--- config.mk ---
export PLATFORM = sky130hd
export DESIGN_NAME = ram_arbiter
export DESIGN_NICKNAME = d
export VERILOG_FILES = /design/src/rtl/ram_arbiter.sv
export SDC_FILE = /design/constraint.sdc
export NUM_CORES = 1
export LEC_CHECK = 0
export ABC_AREA = 1
export BUFFER_PORTS_ARGS = -buffer_cell sky130_fd_sc_hd__clkbuf_2
export CORE_ASPECT_RATIO = 0.75
export CORE_MARGIN = 5
export CORE_UTILIZATION = 47
export CTS_CLUSTER_DIAMETER = 50
export CTS_CLUSTER_SIZE = 40
export DETAILED_ROUTE_END_ITERATION = 8
export PLACE_DENSITY = 0.81
export SETUP_SLACK_MARGIN = 0.5
export SLEW_MARGIN = 20
export SYNTH_ARGS = -nofsm -noshare
export SYNTH_HDL_FRONTEND = slang
export SYNTH_SLANG_ARGS = --single-unit
--- constraint.sdc ---
create_clock -name clock -period 3.9 [get_ports clock]
set_input_delay 0.39 -clock clock [delete_from_list [all_inputs] [get_ports clock]]
set_output_delay 0.39 -clock clock [all_outputs]
set_load 0.01 [all_outputs]
--- src/rtl/ram_arbiter.sv ---
`default_nettype none
// ============================================================================
// Module      : ram_arbiter
// Description : Two-port arbiter/sequencer for a single-port RAM; one access
//               per three cycles, RAM samples on the falling edge.
// Revision    : 1.0 - initial release
// ============================================================================
module ram_arbiter #(
  parameter int ADDR_WIDTH = 11,
  parameter int DATA_WIDTH = 32,
  parameter int FIXED_PRIO = 0
) (
  input  logic                  clock,
  input  logic                  reset,
  input  logic                  req0,
  input  logic                  we0,
  input  logic [ADDR_WIDTH-1:0] addr0,
  input  logic [DATA_WIDTH-1:0] wdata0,
  output logic                  ack0,
  output logic [DATA_WIDTH-1:0] rdata0,
  input  logic                  req1,
  input  logic                  we1,
  input  logic [ADDR_WIDTH-1:0] addr1,
  input  logic [DATA_WIDTH-1:0] wdata1,
  output logic                  ack1,
  output logic [DATA_WIDTH-1:0] rdata1,
  output logic                  ram_cs,
  output logic                  ram_we,
  output logic [ADDR_WIDTH-1:0] ram_address,
  output logic [DATA_WIDTH-1:0] ram_data_in,
  input  logic [DATA_WIDTH-1:0] ram_data_out,
  output logic                  busy
);

  typedef enum logic [1:0] {
    ST_IDLE = 2'd0,
    ST_BUSY = 2'd1,
    ST_RESP = 2'd2
  } state_t;

  state_t r_state;
  logic   r_gnt;
  logic   r_rr_last;
  logic   w_any;
  logic   w_pick1;

  assign w_any = req0 | req1;

  // Port 1 wins only when alone, or on a tie when port 0 was served last.
  generate
    if (FIXED_PRIO != 0) begin : g_fixed
      assign w_pick1 = req1 & ~req0;
    end else begin : g_rr
      assign w_pick1 = req1 & (~req0 | ~r_rr_last);
    end
  endgenerate

  assign busy = (r_state != ST_IDLE);

  always_ff @(posedge clock or posedge reset) begin
    if (reset) begin
      r_state     <= ST_IDLE;
      r_gnt       <= 1'b0;
      r_rr_last   <= 1'b1;
      ram_cs      <= 1'b0;
      ram_we      <= 1'b0;
      ram_address <= '0;
      ram_data_in <= '0;
      ack0        <= 1'b0;
      ack1        <= 1'b0;
      rdata0      <= '0;
      rdata1      <= '0;
    end else begin
      case (r_state)
        ST_IDLE: begin
          if (w_any) begin
            r_gnt       <= w_pick1;
            r_rr_last   <= w_pick1;
            ram_cs      <= 1'b1;
            ram_we      <= w_pick1 ? we1 : we0;
            ram_address <= w_pick1 ? addr1 : addr0;
            ram_data_in <= w_pick1 ? wdata1 : wdata0;
            r_state     <= ST_BUSY;
          end
        end
        ST_BUSY: begin
          // ram_we still holds the granted direction until this edge.
          if (!ram_we) begin
            if (r_gnt) rdata1 <= ram_data_out;
            else       rdata0 <= ram_data_out;
          end
          ram_cs  <= 1'b0;
          ram_we  <= 1'b0;
          ack0    <= ~r_gnt;
          ack1    <= r_gnt;
          r_state <= ST_RESP;
        end
        ST_RESP: begin
          ack0    <= 1'b0;
          ack1    <= 1'b0;
          r_state <= ST_IDLE;
        end
        default: r_state <= ST_IDLE;
      endcase
    end
  end

endmodule
`default_nettype wire

==> reports/results.ini <==
[cts]
cts_sinks=115
cts_buffer_depth=2
post_cts_buffers=0
cts.clk_slew.worst_paths_ns=0.05
cts_tree=built
cts_max_level=4
clockRootBuffer=clkbuf_16
postCtsHoldBufs=1
cts_buffers=17
cts_resized=0
clock_latency_ns=0.40

[pwr]
power_mw=5.83
leakagePower_nw=3.98
power.density_nw_per_um2=856
irDropWorstVdd_mv=0.435

[die]
start_util=0.485
die_area_um2=12900
die_h_um=99.6
die_w_um=129
io-pin-count=236
core_area_um2=10400
rows=32

[timing]
maxSlewHeadroom=0.295
period_needed_ns=2.28
drv_slew=0
final-setup-viol-count=0
fmax_ghz=0.439
hold_slack_ns=0.241
hold_violations=0
finalSetupTns_ns=0
grt_setup_unrepaired=no
fin_worst_skew_ns=0.0135
worst_pin_slew_ns=1.06
timing.final.crit_share=0.584

[detailed_routing]
totalWireLength_um=13600
drt_iter0_drc=168
avgRoutedWirePerCell_um=13.8
drc=0
dr.pass1.iters=5
num_vias=4570
detail-route-antenna-nets=0
vias_per_cell=4.66

[cells_and_area]
areaGrowthSynthToFinish_pct=35.5
nets=960
register_area_um2=2880
fillers=901
antenna_cells=0
drive_gt1_frac=0.329
final_area_um2=6810
multi_input_area_um2=1720

[setup_path]
critPathArrivalTime_ns=2.55
required_ns=4.18
cp_max_fo=64
critical_path_class=register to register
start_kind=register
cp-end-kind=register

[synthesis]
postSynthAreaPerCell_um2=8.28
netlist_area_um2=5030
yosysMostFrequentCell=nand2_1
ys_seq_area_frac=0.573
yosysTopAreaCell=dfrtp_1
async_flop_share=1.00
ys_top_cells_by_area=dfrtp_1, nand2_1, o21ai_0
yosys_most_used_dff=dfrtp_1
ys.warnings.count=0
synth_common_cells=nand2_1, dfrtp_1, o21ai_0, inv_1, nand3_1
synth_nets=735
synth_edf_count=0
synthCells=607
synth.top_cell.area_share=0.568
ys_ff_latch=115
yosysUniqueCellTypes=23

[place]
io_buffer_count=235
dpl_cell_area_um2=6200
gp_congestion=0.813
dpl.hpwl_um=9580

[job]
drv_cap=0

[hold_path]
min_path_type=primary input to register

[global_route]
grt_pass1_wl_um=21700
grt_pass1_vias=4433
antenna_found_initial=0
track_usage=0.214
overflow=0
grt_start_max_net_pins=67

[outcome]
status=completed

==> registers in the layout, indices dropped and copies added, names as in the netlist <==
name,count
ram_data_in,32
r_rr_last,1
r_state,2
r_gnt,1
ram_cs,1
ram_we,1
ack1,1
ack0,1
rdata0,32
rdata1,32
ram_address,11
==> worst max-delay path, stage by stage, from the launching register on <==
cell	delay, ns
dfrtp_1	0.37
inv_1	0.12
ha_1	0.31
nand3_2	0.86
o21ai_0	0.49
==> placed cells by master, fill, tap and decap left out, types with 2 or more instances in the layout <==
| master | count |
|---|---|
| dfrtp_1 | 114 |
| clkbuf_2 | 235 |
| inv_1 | 63 |
| nand3_1 | 23 |
| o21ai_0 | 68 |
| o21ai_1 | 22 |
| ha_1 | 4 |
| nand2_1 | 244 |
| buf_4 | 2 |
| clkinv_2 | 3 |
| clkbuf_16 | 17 |
| clkbuf_8 | 2 |
| bufinv_16 | 2 |
| clkinv_4 | 2 |
| nor2_1 | 22 |
| clkinvlp_4 | 5 |
| o22ai_1 | 2 |
==> cell type report <==
| class | instances | area share |
|---|---|---|
| flip-flops and latches | 115 | 0.423 |
| multi-input cells | 394 | 0.253 |
| repair buffers | 238 | 0.176 |
| clock buffers | 20 | 0.0670 |
| inverters | 66 | 0.0373 |
| well taps | 136 | 0.0250 |
| clock inverters | 12 | 0.0193 |
==> path summary, 6_finish.rpt <==
path | startpoint | to | slack [ns] | cells past startpoint
max | r_state[1]$_DFFE_PP0P_ | rdata1[30]$_DFFE_PP0P_ | 1.62 | 4
min | ram_data_out[27] | rdata0[27]$_DFFE_PP0P_ | 0.24 | 3
max reg2reg | r_state[1]$_DFFE_PP0P_ | rdata1[30]$_DFFE_PP0P_ | 1.62 | 4
min reg2reg | r_rr_last$_DFFE_PP1P_ | r_rr_last$_DFFE_PP1P_ | 0.47 | 2
max in group asynchronous | reset | rdata0[9]$_DFFE_PP0P_ | 2.37 | 4
min in group asynchronous | reset | ram_data_in[21]$_DFFE_PP0P_ | 0.51 | 3
==> metal layers <==
layer | up-vias | GRT usage | part of all wire
li1 | 2323 | - | -
met1 | 2101 | 0.277 | 0.44
met2 | 134 | 0.352 | 0.50
met3 | 12 | 0.0472 | 0.052
met4 | 0 | 0.0815 | 0.016
met5 | - | 0 | 0
==> stage by stage <==
step	instances	util	worst slack [ns]
finish	981	0.657	1.62
global route	981	0.657	1.34
CTS	981	0.656	1.44
detailed placement	948	0.598	1.60
global placement	948	0.598	1.64
floorplan	607	-	2.11
==> report_power, final <==
part,total [mW],switching [mW],internal [mW],leakage (nW)
logic,2.18,1.37,0.814,2.29
registers,2.13,0.332,1.80,1.41
clock network,1.52,0.544,0.974,0.278
==> cells by family after synthesis <==
kind of cell               count (synthesis)  share of synthesized area
and+or+nand+nor                          297                      0.237
DFF                                      115                      0.573
buffers and inverters                     98                     0.0874
AOI/OAI and AO/OA                         93                     0.0931
adders and majority gates                  4                    0.00996
Note: power is estimated with default switching activity, not from simulation.
